==> src/rtl/mp_arith_pkg.sv <==
// mp_arith_pkg: shared word-serial big-number constants and FSM state type
package mp_arith_pkg;
  localparam int W       = 32;
  localparam int N_WORDS = 64;
  localparam int CW      = 7;
  typedef enum logic [1:0] {IDLE, RUN, DRAIN, DONE} state_t;
endpackage

==> src/rtl/mp_add_cell.sv <==
// mp_add_cell: combinational W-bit adder with carry in and carry out
module mp_add_cell
  import mp_arith_pkg::*;
(
  input  logic [W-1:0] a,
  input  logic [W-1:0] b,
  input  logic         cin,
  output logic [W-1:0] s,
  output logic         cout
);
  assign {cout, s} = {1'b0, a} + {1'b0, b} + {{W{1'b0}}, cin};
endmodule

==> src/rtl/mp_add_serial.sv <==
// mp_add_serial: word-serial multi-precision adder, LSW first, valid/ready in, registered out
module mp_add_serial
  import mp_arith_pkg::*;
(
  input  logic         iClk,
  input  logic         iRst_n,
  input  logic         iEnable,
  input  logic         iStart,
  input  logic [W-1:0] iX,
  input  logic [W-1:0] iY,
  input  logic         iValid,
  output logic         oReady,
  output logic [W-1:0] oZ,
  output logic         oValid,
  input  logic         iReady,
  output logic         oCarry,
  output logic         oBusy,
  output logic         oFinish
);
  state_t        r_state;
  logic          r_carry;
  logic [CW-1:0] r_count;
  logic [W-1:0]  w_sum;
  logic          w_cout;
  logic          w_accept;
  assign oReady   = (r_state == RUN) && (!oValid || iReady);
  assign w_accept = iValid && oReady;
  mp_add_cell u_cell (
    .a    (iX),
    .b    (iY),
    .cin  (r_carry),
    .s    (w_sum),
    .cout (w_cout)
  );
  always_ff @(posedge iClk or negedge iRst_n) begin
    if (!iRst_n) begin
      r_state <= IDLE;
      r_carry <= 1'b0;
      r_count <= '0;
      oZ      <= '0;
      oValid  <= 1'b0;
      oCarry  <= 1'b0;
      oBusy   <= 1'b0;
      oFinish <= 1'b0;
    end else if (!iEnable) begin
      r_state <= IDLE;
      r_carry <= 1'b0;
      r_count <= '0;
      oValid  <= 1'b0;
      oCarry  <= 1'b0;
      oBusy   <= 1'b0;
      oFinish <= 1'b0;
    end else begin
      oFinish <= 1'b0;
      if (oValid && iReady) oValid <= 1'b0;
      if (w_accept) begin
        oZ      <= w_sum;
        r_carry <= w_cout;
        oValid  <= 1'b1;
        r_count <= r_count + 1'b1;
        // last word: latch the overall carry-out and stop accepting
        if (r_count == CW'(N_WORDS - 1)) begin
          oCarry  <= w_cout;
          r_state <= DRAIN;
        end
      end
      case (r_state)
        IDLE: if (iStart) begin
          r_state <= RUN;
          r_carry <= 1'b0;
          r_count <= '0;
          oCarry  <= 1'b0;
          oBusy   <= 1'b1;
        end
        DRAIN: if (oValid && iReady) begin
          r_state <= DONE;
          oFinish <= 1'b1;
          oBusy   <= 1'b0;
        end
        DONE: r_state <= IDLE;
        default: ;
      endcase
    end
  end
endmodule
==> config.mk <==
export PLATFORM = sky130hd
export DESIGN_NAME = mp_add_serial
export DESIGN_NICKNAME = d
export VERILOG_FILES = /design/src/rtl/mp_arith_pkg.sv /design/src/rtl/mp_add_cell.sv /design/src/rtl/mp_add_serial.sv
export SDC_FILE = /design/constraint.sdc
export NUM_CORES = 1
export LEC_CHECK = 0
export BUFFER_PORTS_ARGS = -buffer_cell sky130_fd_sc_hd__buf_4
export CAP_MARGIN = 20
export CELL_PAD_IN_SITES_DETAIL_PLACEMENT = 0
export CELL_PAD_IN_SITES_GLOBAL_PLACEMENT = 1
export CORE_MARGIN = 2
export CORE_UTILIZATION = 41
export CTS_CLUSTER_DIAMETER = 40
export DETAILED_ROUTE_END_ITERATION = 10
export PLACE_DENSITY = 0.91
export SYNTH_ARGS = -nofsm -noshare
export SYNTH_HDL_FRONTEND = slang
export SYNTH_SLANG_ARGS = --single-unit
==> constraint.sdc <==
create_clock -name iClk -period 5.33 [get_ports iClk]
set_clock_uncertainty 0.15 [all_clocks]
set_input_delay 0.2665 -clock iClk [delete_from_list [all_inputs] [get_ports iClk]]
set_output_delay 0.2665 -clock iClk [all_outputs]
set_load 0.03 [all_outputs]
## Word level (Yosys, flattened, before mapping)

Index checks and enable logic that the tools add are counted.

| operators by class | value |
|---|---|
| add/subtract/negate cells | 3 |
| multipliers | 0 |
| divide/modulo/power cells | 0 |
| order comparisons | 0 |
| equal/unequal tests | 8 |
| shift-type cells | 0 |
| muxes and demuxes | 28 |
| bitwise logic cells | 0 |
| reductions and logical operators | 8 |

Operator list:

| operator | count |
|---|---|
| 32-bit by 32-bit adder with 33-bit output | 1 |
| 33-bit by 1-bit adder with 33-bit output | 1 |
| 7-bit two-way mux | 4 |
| 1-bit two-way mux | 17 |
| 2-bit two-way mux | 5 |
| 7-bit by 1-bit adder with 7-bit output (second input constant) | 1 |
| 7-bit by 6-bit == test with 1-bit output (second input constant) | 1 |
| 3-bit by 1-bit inequality test with 1-bit output (second input constant) | 2 |
| 3-bit inequality test (second input constant) | 2 |
| 2-bit case mux with 3 select lines | 1 |
| 2-bit == test (second input constant) | 2 |
| 1-bit logical AND | 3 |
| 3-bit AND reduction | 1 |
| 2-bit by 1-bit == test with 1-bit output (second input constant) | 1 |
| 2-bit logical NOT | 1 |
| 1-bit case mux with 2 select lines | 1 |
| 2-bit AND reduction | 1 |
| 1-bit logical NOT | 1 |
| 1-bit logical OR | 1 |

| storage, ports and cells | value |
|---|---|
| flip-flop bits (word level) | 46 |
| bits in latches | 0 |
| memory bits (writable) | 0 |
| bits in read-only memories | 0 |
| input bits | 70 |
| word-level logic and storage cells | 55 |
| memories | 0 |

## Logic depth before layout (Yosys ltp)

Gate-level depths: netlist of the first run.

| depth | value |
|---|---|
| depth after elaboration | 8 |
| depth in mapped cells | 11 |
| gate-level depth less buffers | 11 |

## By module

Synthesis of the first run repeated with hierarchy kept, for this count alone.

| unflattened totals | value |
|---|---|
| cells, all modules | 409 |
| area, all modules | 3992.6 um2 |

By module, submodules not included:

| module | instances | cells each | area each (um2) |
|---|---|---|---|
| mp_add_serial | 1 | 150 | 2138.3 |
| mp_add_cell | 1 | 259 | 1854.3 |

## Worst setup path before layout of the first run

No wires, ideal clock.

| timing path | value |
|---|---|
| path type | reg-to-reg |
| start point | register r_carry |
| end point | register r_carry |
| arrival | 2273 ps |
| required time | 5069 ps |
| setup slack | 2796 ps |
| cell stages (with the launch flop) | 12 |
| period minus slack after synthesis | 2534 ps |
| cells stage by stage | dfrtp_1 > inv_1 > fa_1 > inv_1 > fa_1 > a211oi_1 > o21ai_2 > o2111ai_2 > o211ai_2 > a31oi_1 > o211a_1 > a2111oi_2 |

| on the way | value |
|---|---|
| longest elaborated chain between the ends | 5 |

Ends and longest elaborated chain:

| what | line | source |
|---|---|---|
| from (decl) | mp_add_serial.sv:21 | `logic r_carry;` |
| from (signal assigned) | mp_add_serial.sv:58 | `r_carry <= w_cout;` |
| 33-bit by 1-bit adder with 33-bit output | mp_add_cell.sv:11 | `assign {cout, s} = {1'b0, a} + {1'b0, b} + {{W{1'b0}}, cin};` |
| 1-bit two-way mux (*) | mp_add_serial.sv:56 | `if (w_accept) begin` |
| 1-bit two-way mux | mp_add_serial.sv:68 | `IDLE: if (iStart) begin` |
| 1-bit two-way mux (*) | mp_add_serial.sv:67 | `case (r_state)` |
| 1-bit two-way mux (*) | mp_add_serial.sv:45 | `end else if (!iEnable) begin` |

Mark *: on every way between the ends. The rest lies on a longest branch, timed or not.
A chain may end at the register's enable or synchronous reset.

## Final worst setup path of the first run

| timing path | value |
|---|---|
| start point | register r_state[0] |
| end point | register oZ[21] |

| on the way | value |
|---|---|
| longest elaborated chain between the ends | 4 |

Ends and longest elaborated chain:

| what | line | source |
|---|---|---|
| from (decl) | mp_add_serial.sv:20 | `state_t r_state;` |
| from (signal assigned) | mp_add_serial.sv:37 | `r_state <= IDLE;` |
| from (signal assigned) | mp_add_serial.sv:46 | `r_state <= IDLE;` |
| from (signal assigned) | mp_add_serial.sv:64 | `r_state <= DRAIN;` |
| 2-bit by 1-bit == test with 1-bit output | mp_add_serial.sv:26 | `assign oReady = (r_state == RUN) && (!oValid \|\| iReady);` |
| 1-bit logical AND | mp_add_serial.sv:26 |  |
| 1-bit logical AND | mp_add_serial.sv:27 | `assign w_accept = iValid && oReady;` |
| 2-bit AND reduction (no source line) | - |  |
| to (signal assigned) | mp_add_serial.sv:57 | `oZ <= w_sum;` |
| to (decl) | mp_add_serial.sv:13 | `output logic [W-1:0] oZ,` |

No other way between the ends.

==> results of run 1 <==
-- synth_stat cells (3+ instances only) --
master / count
o21ai_0: 41
o21a_1: 6
inv_1: 9
o211ai_1: 8
o31ai_1: 3
nand3_1: 5
nor3_1: 10
a31oi_1: 9
dfrtp_1: 46
nand2_1: 59
ha_1: 32
a21oi_1: 41
nand4_1: 10
a211oi_1: 4
xor2_1: 16
or3_1: 4
and2_1: 4
and3_1: 4
clkbuf_1: 14
nand2b_1: 6
buf_2: 4
a21o_1: 5
nor2_1: 28
xnor2_1: 10
-- registers in the layout (all words and copies together) (netlist names) --
register,cells
r_count,7
oZ,32
oValid,1
oCarry,1
r_carry,1
oFinish,1
r_state,2
oBusy,1
-- worst max-delay path by stage --
stage	from	to	cells after the start
finish	r_state[0]$_DFF_PN0_	oZ[21]$_DFFE_PN0P_	8
global route	r_state[0]$_DFF_PN0_	oZ[21]$_DFFE_PN0P_	8
detailed placement	r_state[0]$_DFF_PN0_	oZ[21]$_DFFE_PN0P_	8
CTS	r_state[0]$_DFF_PN0_	oZ[21]$_DFFE_PN0P_	8
floorplan	r_carry$_DFF_PN0_	r_carry$_DFF_PN0_	11
global placement	iX[0]	r_carry$_DFF_PN0_	12
-- through the flow --
step / worst slack [ns] / power, W / area [µm²] / std cells
floorplan: 2.796 / 0.0008632 / 3547 / 421
global route: 2.053 / 0.001422 / 4507 / 623
finish: 2.344 / 0.001339 / 4507 / 623
detailed placement: 2.386 / 0.001116 / 4405 / 614
CTS: 2.388 / 0.001346 / 4507 / 623
global placement: 2.513 / 0.001106 / 4405 / 614
-- metal layers --
layer / vias to the layer above / track usage [%] / part of all wire [%]
met3: 12 / 2.746 / 4.9
met2: 102 / 33.87 / 48
met1: 1705 / 28.48 / 46
met5: - / 0 / 0
li1: 1729 / - / -
met4: 0 / 4.984 / 1.2
-- kinds of logic after synthesis --
logic type                 Yosys count  share of synthesized area [%]
AOI/OAI and AO/OA                  140                          25.47
DFF                                 46                          32.45
xor gates and xnor gates            26                          6.420
buffers and inverters               28                          3.104
and+or+nand+nor                    145                          19.54
adders and majority gates           34                          12.42
muxes                                2                         0.5996
-- final cells by class --
type | instances | area share [%]
multi-input cells | 347 | 50.72
clock buffers | 5 | 1.527
repair buffers | 108 | 18.05
well taps | 105 | 2.915
clock inverters | 3 | 0.4997
inverters | 9 | 0.7496
flip-flops and latches | 46 | 25.54
-- power groups by stage --
stage                     Clock [W]  Combinational [W]  Sequential (W)
after CTS                  0.000234           0.000630        0.000482
after global placement            0           0.000618        0.000487
final                      0.000230           0.000627        0.000482
after global routing       0.000251           0.000683        0.000489
after floorplan                   0           0.000237        0.000626
after detailed placement          0           0.000628        0.000488
-- critical path, delay by kind of cell, from the launching register on --
family,cells,cell delay [ns]
AOI/OAI and AO/OA,1,0.18
buffers and inverters,1,0.42
DFF,1,0.43
and+or+nand+nor,6,1.67
==> metrics.cfg, run 1 <==
[outcome]
outcome=finished clean

[setup_path]
start_kind=flop
regToRegSetupSlack_ns=2.34
crit_path_max_incr_delay_ns=0.50
cp_max_fo=40
rr_startpoint=r_state[0]$_DFF_PN0_
r2r_cells=8
required_ns=5.38
cpMaxStageDelayCell=or2_2
r2r_end=oZ[21]$_DFFE_PN0P_
cp_cell_sequence=nor3b_1 > nand2b_1 > or2_2 > buf_4 > nor2_1 > a31oi_1 > nand2_1 > or3_1
critPathKind=flop to flop
critPathCaptureType=flop
critPathArrivalTime_ns=3.03

[sta]
min_period_over_period_pct=56.02
rsz0062_at_grt=false
worst_hold_slack_ns=0.05614
slew_headroom_pct=33.75
period_minus_slack_ns=2.986
tightest_slew_ns=0.9901
max_freq_ghz=0.3349
hold_viol_final=0
tns_ns=0
drv_slew=0
setup_viol=0

[synth]
synthFlopType=dfrtp_1
yosys_warnings=0
ys_seq_area_share_pct=32.45
synth_edf_count=0
synth_nets=525
yosysTopAreaCellShare_pct=32.45
syn-instance-count=421
netlist_area_mm2=0.003547
avgSynthCellArea_um2=8.426
synthTopCellsByArea=dfrtp_1 (32%), ha_1 (11%), nand2_1 (6.2%), a21oi_1 (5.8%), o21ai_0 (5.8%)
synth_cell_types=58
async_flop_share_pct=100.0
synth_area_leader_cell=dfrtp_1
ys_ff_latch=46

[route]
post_drt_wl_per_cell_um=15.45
drtIter0Drc=135
routed_via_density=5.695
num_vias=3548
ant_nets=0
drt_first_pass_iters=4
finalWirelength_um=9628
drc=0

[clocking]
postCtsHoldBufs=1
cts.reportedPaths.clkPinSlew_ns=0.09
cts.sinks=46
cts_buffers=5
cts_tree=done
clk_path_buf_depth=2
clock_latency_ns=0.31
post_cts_buffers=0
htreeDepth=2
cts-resized-gates=0
root_buffer=clkbuf_8

[placement]
io_buffers=106
place_congestion=0.9109
hpwlAfterDp_um=7602

[run]
cap_violations=0

[power]
pwr-share-comb_pct=46.8
powerDensity_mw_per_mm2=297.2
net-switching-power_w=0.0005719
p_int_w=0.0007673
irDropWorstVdd_v=0.0001490
power_frac_clock_pct=17.2
switching_share_pct=42.70
p_leak_nw=2.138
p_seq_share_pct=36.0

[die]
dieArea_mm2=0.009412
ioPinCount=107
fp.dieW_um=97.02
std_cell_rows=33
die_h_um=97.02
initial_core_util_pct=42.74
coreArea_mm2=0.008299

[min_path]
whs_endpoint=oFinish$_DFF_PN0_
min-delay-start=iEnable
min_path_cells=3
min_path_type=primary input to flop

[global_route]
grt_usage_pct=20.49
antenna_found_initial=0
grt_pass1_vias=3465
overflow=0
grt_start_max_net_pins=47
grt_pass1_wl_um=16310

[layout]
seqCellArea_mm2=0.001151
syn2layout_area_growth_pct=27.05
multi_input_area_mm2=0.002286
mostFrequentLayoutCells=buf_4 (107), nand2_1 (59), dfrtp_1 (46)
final_core_util_pct=54.30
drive_gt1_share_pct=24.71
nNetsFinal=621
final_common_cell=buf_4
antennaDiodeCount=0
fill_cells=795

Note: power is estimated with default switching activity, not from simulation.
==> run 2: changes to the inputs <==
Settings changed: CORE_UTILIZATION 41 to 38, PLACE_DENSITY 0.91 to 0.86.
Clock period 5.33 ns to 2.85 ns, I/O delays scaled along.
==> run 2 against run 1 <==
Net effect:
- utilization shrank 3.4 points
- hold slack got worse by 0.025 ns
- wire length is 0.27% higher
- total power up 92%
- worst setup slack worse by 2.3 ns
- critical endpoint is now r_carry$_DFF_PN0_
- highest routed layer unchanged
==> metrics.cfg, run 2 (synthesis gave the netlist of run 1 again) <==
[sta]
tns_ns=0
hold_viol_final=0
min_period_over_period_pct=96.89
slew_headroom_pct=59.59
max_freq_ghz=0.3621
tightest_slew_ns=0.6016
setup_viol=0
setup_ws_ns=0.08856
rsz0062_at_grt=true
drv_slew=0
period_minus_slack_ns=2.761

[setup_path]
critPathCaptureType=flop
critPathKind=flop to flop
required_ns=2.90
r2r_cells=11
start_kind=flop
cp_max_fo=4
regToRegSetupSlack_ns=0.09
critPathArrivalTime_ns=2.81

[layout]
final_cell_count_no_fill=639
antennaDiodeCount=0
largest-register=oZ
drive_gt1_share_pct=27.46
nNetsFinal=631
mostFrequentLayoutCells=buf_4 (115), nand2_1 (59), dfrtp_1 (46)
top_regs=oZ: 32 flops, r_count: 7 flops, r_state: 2 flops
final_common_cell=buf_4
largest_reg_flops=32
syn2layout_area_growth_pct=31.25

[clocking]
cts.reportedPaths.clkPinSlew_ns=0.09
clock_latency_ns=0.30
root_buffer=clkbuf_8
cts.sinks=46
cts_buffers=5
cts_tree=done
clk_path_buf_depth=2
htreeDepth=2

[route]
num_vias=3546
drtIter0Drc=147
finalWirelength_um=9654
post_drt_wl_per_cell_um=15.11
drt_first_pass_iters=4
ant_nets=0
routed_via_density=5.549
drc=0

[die]
ioPinCount=107
initial_core_util_pct=38.76
std_cell_rows=35
fp.dieW_um=100.6
dieArea_mm2=0.01012
die_h_um=100.6
coreArea_mm2=0.009153

[power]
p_total_w=0.002566
powerDensity_mw_per_mm2=551.1
p_leak_nw=2.193
irDropWorstVdd_v=0.0003520

[global_route]
overflow=0
grt_pass1_wl_um=16040
antenna_found_initial=0
grt_start_max_net_pins=49
grt_pass1_vias=3301
grt_usage_pct=19.35

[run]
cap_violations=0

[min_path]
min_path_type=primary input to flop
min_path_cells=3

[outcome]
outcome=finished clean

[placement]
place_congestion=0.8187
hpwlAfterDp_um=7584
place_ws_ns=-0.01569
dp_cells=622
io_buffers=106

==> run 2: area by class of cell <==
| type | count | area (µm²) |
|---|---|---|
| repair buffers | 118 | 893.4 |
| inverters | 9 | 33.78 |
| clock inverters | 1 | 8.758 |
| flip-flops and latches | 46 | 1151 |
| clock buffers | 7 | 96.34 |
| fillers | 919 | 4497 |
| multi-input cells | 347 | 2333 |
| well taps | 111 | 138.9 |
==> run 2: path summary, 6_finish.rpt <==
check,startpoint,end
max,r_carry$_DFF_PN0_,r_carry$_DFF_PN0_
min in group asynchronous,iRst_n,oZ[1]$_DFFE_PN0P_
max in group asynchronous,iRst_n,oZ[31]$_DFFE_PN0P_
min reg2reg,oZ[25]$_DFFE_PN0P_,oZ[25]$_DFFE_PN0P_
max reg2reg,r_carry$_DFF_PN0_,r_carry$_DFF_PN0_
min,iReady,oBusy$_DFFE_PN0P_
==> run 2: through the flow <==
stage / utilization (%) / hold WS [ns] / instance area [µm²]
6_report: 50.87 / 0.03128 / 4656
3_3_place_gp: 48.38 / 0.04286 / 4428
5_1_grt: 50.87 / 0.05165 / 4656
3_5_place_dp: 48.38 / 0.04700 / 4428
4_1_cts: 49.92 / 0.02285 / 4569
2_1_floorplan: - / -0.3031 / 3547
==> run 2: per-layer routing <==
layer	vias up	wire length [µm]	global-route usage, %
met5	-	0	0
met4	0	163	5.058
li1	1751	-	-
met3	13	407	2.497
met1	1684	4465	26.22
met2	98	4617	32.56
==> run 2: critical path, cell delays in order (launching register included) <==
cell and delay, ns:
dfrtp_1 0.37, inv_2 0.04, fa_2 0.36, inv_2 0.07, fa_2 0.23, a211oi_2 0.08, o21ai_2 0.22, o2111ai_2 0.20
o211ai_2 0.33, a31oi_4 0.14, o211a_1 0.26, a2111oi_2 0.20
==> run 2: report_power, final <==
group	switching (W)	leakage (nW)	internal (W)
clock network	0.000243	0.0544	0.000223
registers	0.0000976	0.593	0.000797
logic	0.000723	1.55	0.000483
total	0.00106	2.19	0.00150
==> run 2: timing repair <==
| action | CTS | global route |
|---|---|---|
| hold buffers | 3 | 0 |
| endpoints found under the setup margin | 3 | 10 |
| setup buffers | 0 | 6 |
| hold endpoints to repair | 48 | 0 |
| pin swaps | 0 | 10 |
| resized for setup | 2 | 12 |
==> run 3: changes to the inputs <==
Settings changed: CAP_MARGIN 20 to not set.
Clock period 2.85 ns to 3.1 ns, I/O delays scaled along.
==> run 3 against run 2 <==
Net effect:
- critical path depth unchanged
- combinational power fell by 9.9%
- sequential power decreased by 8.5%
- worst setup slack gained 0.12 ns
- final cell count is 0.94% lower
- sequential share of layout area increased by 0.53 points
- final area decreased by 2.1%
- sequential cell count stayed put
- clock power down 21%
- hold slack worse by 0.0051 ns
- critical endpoint unchanged
- largest power group unchanged
==> metrics.cfg, run 3 (synthesis gave the netlist of run 1 again) <==
[power]
p_total_w=0.002272
power_frac_clock_pct=16.2
p_leak_nw=2.157
irDropWorstVdd_v=0.0002937
switching_share_pct=41.94
p_seq_share_pct=36.0
powerDensity_mw_per_mm2=498.3
net-switching-power_w=0.0009527
pwr-share-comb_pct=47.8
p_int_w=0.001319

[route]
drt_first_pass_iters=4
routed_via_density=5.507
num_vias=3486
finalWirelength_um=9479
post_drt_wl_per_cell_um=14.97
drc=0
ant_nets=0
drtIter0Drc=152

[sta]
rsz0062_at_grt=false
setup_viol=0
setup_ws_ns=0.2135
hold_viol_final=0
max_freq_ghz=0.3464
period_minus_slack_ns=2.887
min_period_over_period_pct=93.11
slew_headroom_pct=57.73
tightest_slew_ns=0.6340
tns_ns=0
drv_slew=0
worst_hold_slack_ns=0.02615

[clocking]
root_buffer=clkbuf_8
cts.reportedPaths.clkPinSlew_ns=0.08
cts_buffers=5
cts_tree=done
htreeDepth=2
cts.sinks=46
clk_path_buf_depth=2
clock_latency_ns=0.30

[layout]
largest_reg_flops=32
design_area_mm2=0.004558
final_common_cell=buf_4
largest-register=oZ
top_regs=oZ: 32 flops, r_count: 7 flops, r_state: 2 flops
nNetsFinal=626
mostFrequentLayoutCells=buf_4 (109), nand2_1 (59), dfrtp_1 (46)
antennaDiodeCount=0
syn2layout_area_growth_pct=28.50
drive_gt1_share_pct=24.71

[die]
std_cell_rows=35
die_h_um=100.6
initial_core_util_pct=38.76
dieArea_mm2=0.01012
coreArea_mm2=0.009153
fp.dieW_um=100.6
ioPinCount=107

[global_route]
antenna_found_initial=0
top_usage_layer=met2
use_met3_pct=2.566
grt_use_met2_pct=32.21
grt_pass1_vias=3339
grt_pass1_wl_um=15980
global_route.usage.met1_pct=26.55
grt_usage_pct=19.38
overflow=0
grt_start_max_net_pins=55

[setup_path]
critPathKind=flop to flop
critPathCaptureType=flop
required_ns=3.14
crit_path_max_incr_delay_ns=0.38
cp_max_fo=4
cpMaxStageDelayCell=fa_1
critPathArrivalTime_ns=2.93
cp_cell_sequence=inv_1 > fa_1 > inv_1 > fa_1 > a211oi_1 > o21ai_2 > o2111ai_2 > o211ai_2 > a31oi_1 > o211a_1 > a2111oi_2
start_kind=flop

[placement]
io_buffers=106
place_congestion=0.8268
placed_area_mm2=0.004433
hpwlAfterDp_um=7484
place_ws_ns=0.1794

[run]
cap_violations=0

[outcome]
outcome=finished clean

[min_path]
min_path_type=primary input to flop

[run 3: what timing repair did]
item | 4_1_cts | 5_1_grt
endpoints found under the setup margin | 0 | 1
hold buffers | 3 | 0
setup buffers | 0 | 2
resized for setup | 0 | 0
endpoints found under the hold margin | 48 | 0
[run 3: per-layer routing]
metal	up-vias	share of wire, %
met2	93	48
met3	15	4.2
met5	-	0
li1	1741	-
met1	1637	47
met4	0	1.6
[run 3: power by group through the flow]
stage	Combinational, W	Sequential, W	Clock, W
floorplan	0.000408	0.00108	0
global placement	0.00107	0.000827	0
detailed placement	0.00108	0.000830	0
CTS	0.00109	0.000820	0.000383
global route	0.00119	0.000834	0.000398
finish	0.00109	0.000818	0.000368
[run 3: final timing paths]
check / from / end / slack, ns / cells after the start
worst max-delay path: r_carry$_DFF_PN0_ / r_carry$_DFF_PN0_ / 0.21 / 11
worst min-delay path: iReady / oBusy$_DFFE_PN0P_ / 0.03 / 3
worst max register to register: r_carry$_DFF_PN0_ / r_carry$_DFF_PN0_ / 0.21 / 11
worst min register to register: oZ[25]$_DFFE_PN0P_ / oZ[25]$_DFFE_PN0P_ / 0.33 / 2
max in group asynchronous: iRst_n / oBusy$_DFFE_PN0P_ / 2.12 / 2
min in group asynchronous: iRst_n / oZ[7]$_DFFE_PN0P_ / 0.26 / 2
[run 3: layout make-up]
| type | count | area [µm²] |
|---|---|---|
| clock inverter | 1 | 7.507 |
| timing repair buffer | 113 | 868.3 |
| fill | 930 | 4594 |
| multi-input combinational | 347 | 2286 |
| clock buffer | 6 | 72.57 |
| sequential | 46 | 1151 |
| tap | 111 | 138.9 |
| inverter | 9 | 33.78 |
[run 3: metrics by stage]
step / utilization, % / std cells
6_report: 49.80 / 633
3_5_place_dp: 48.43 / 621
4_1_cts: 49.64 / 631
5_1_grt: 49.80 / 633
3_3_place_gp: 48.43 / 621
2_1_floorplan: - / 421
[run 3: critical path, delay by kind of cell, from the launching register on]
kind,cells,cell delay (ns)
AOI/OAI and AO/OA,7,1.53
adders and majority gates,2,0.60
DFF,1,0.36
buffers and inverters,2,0.14
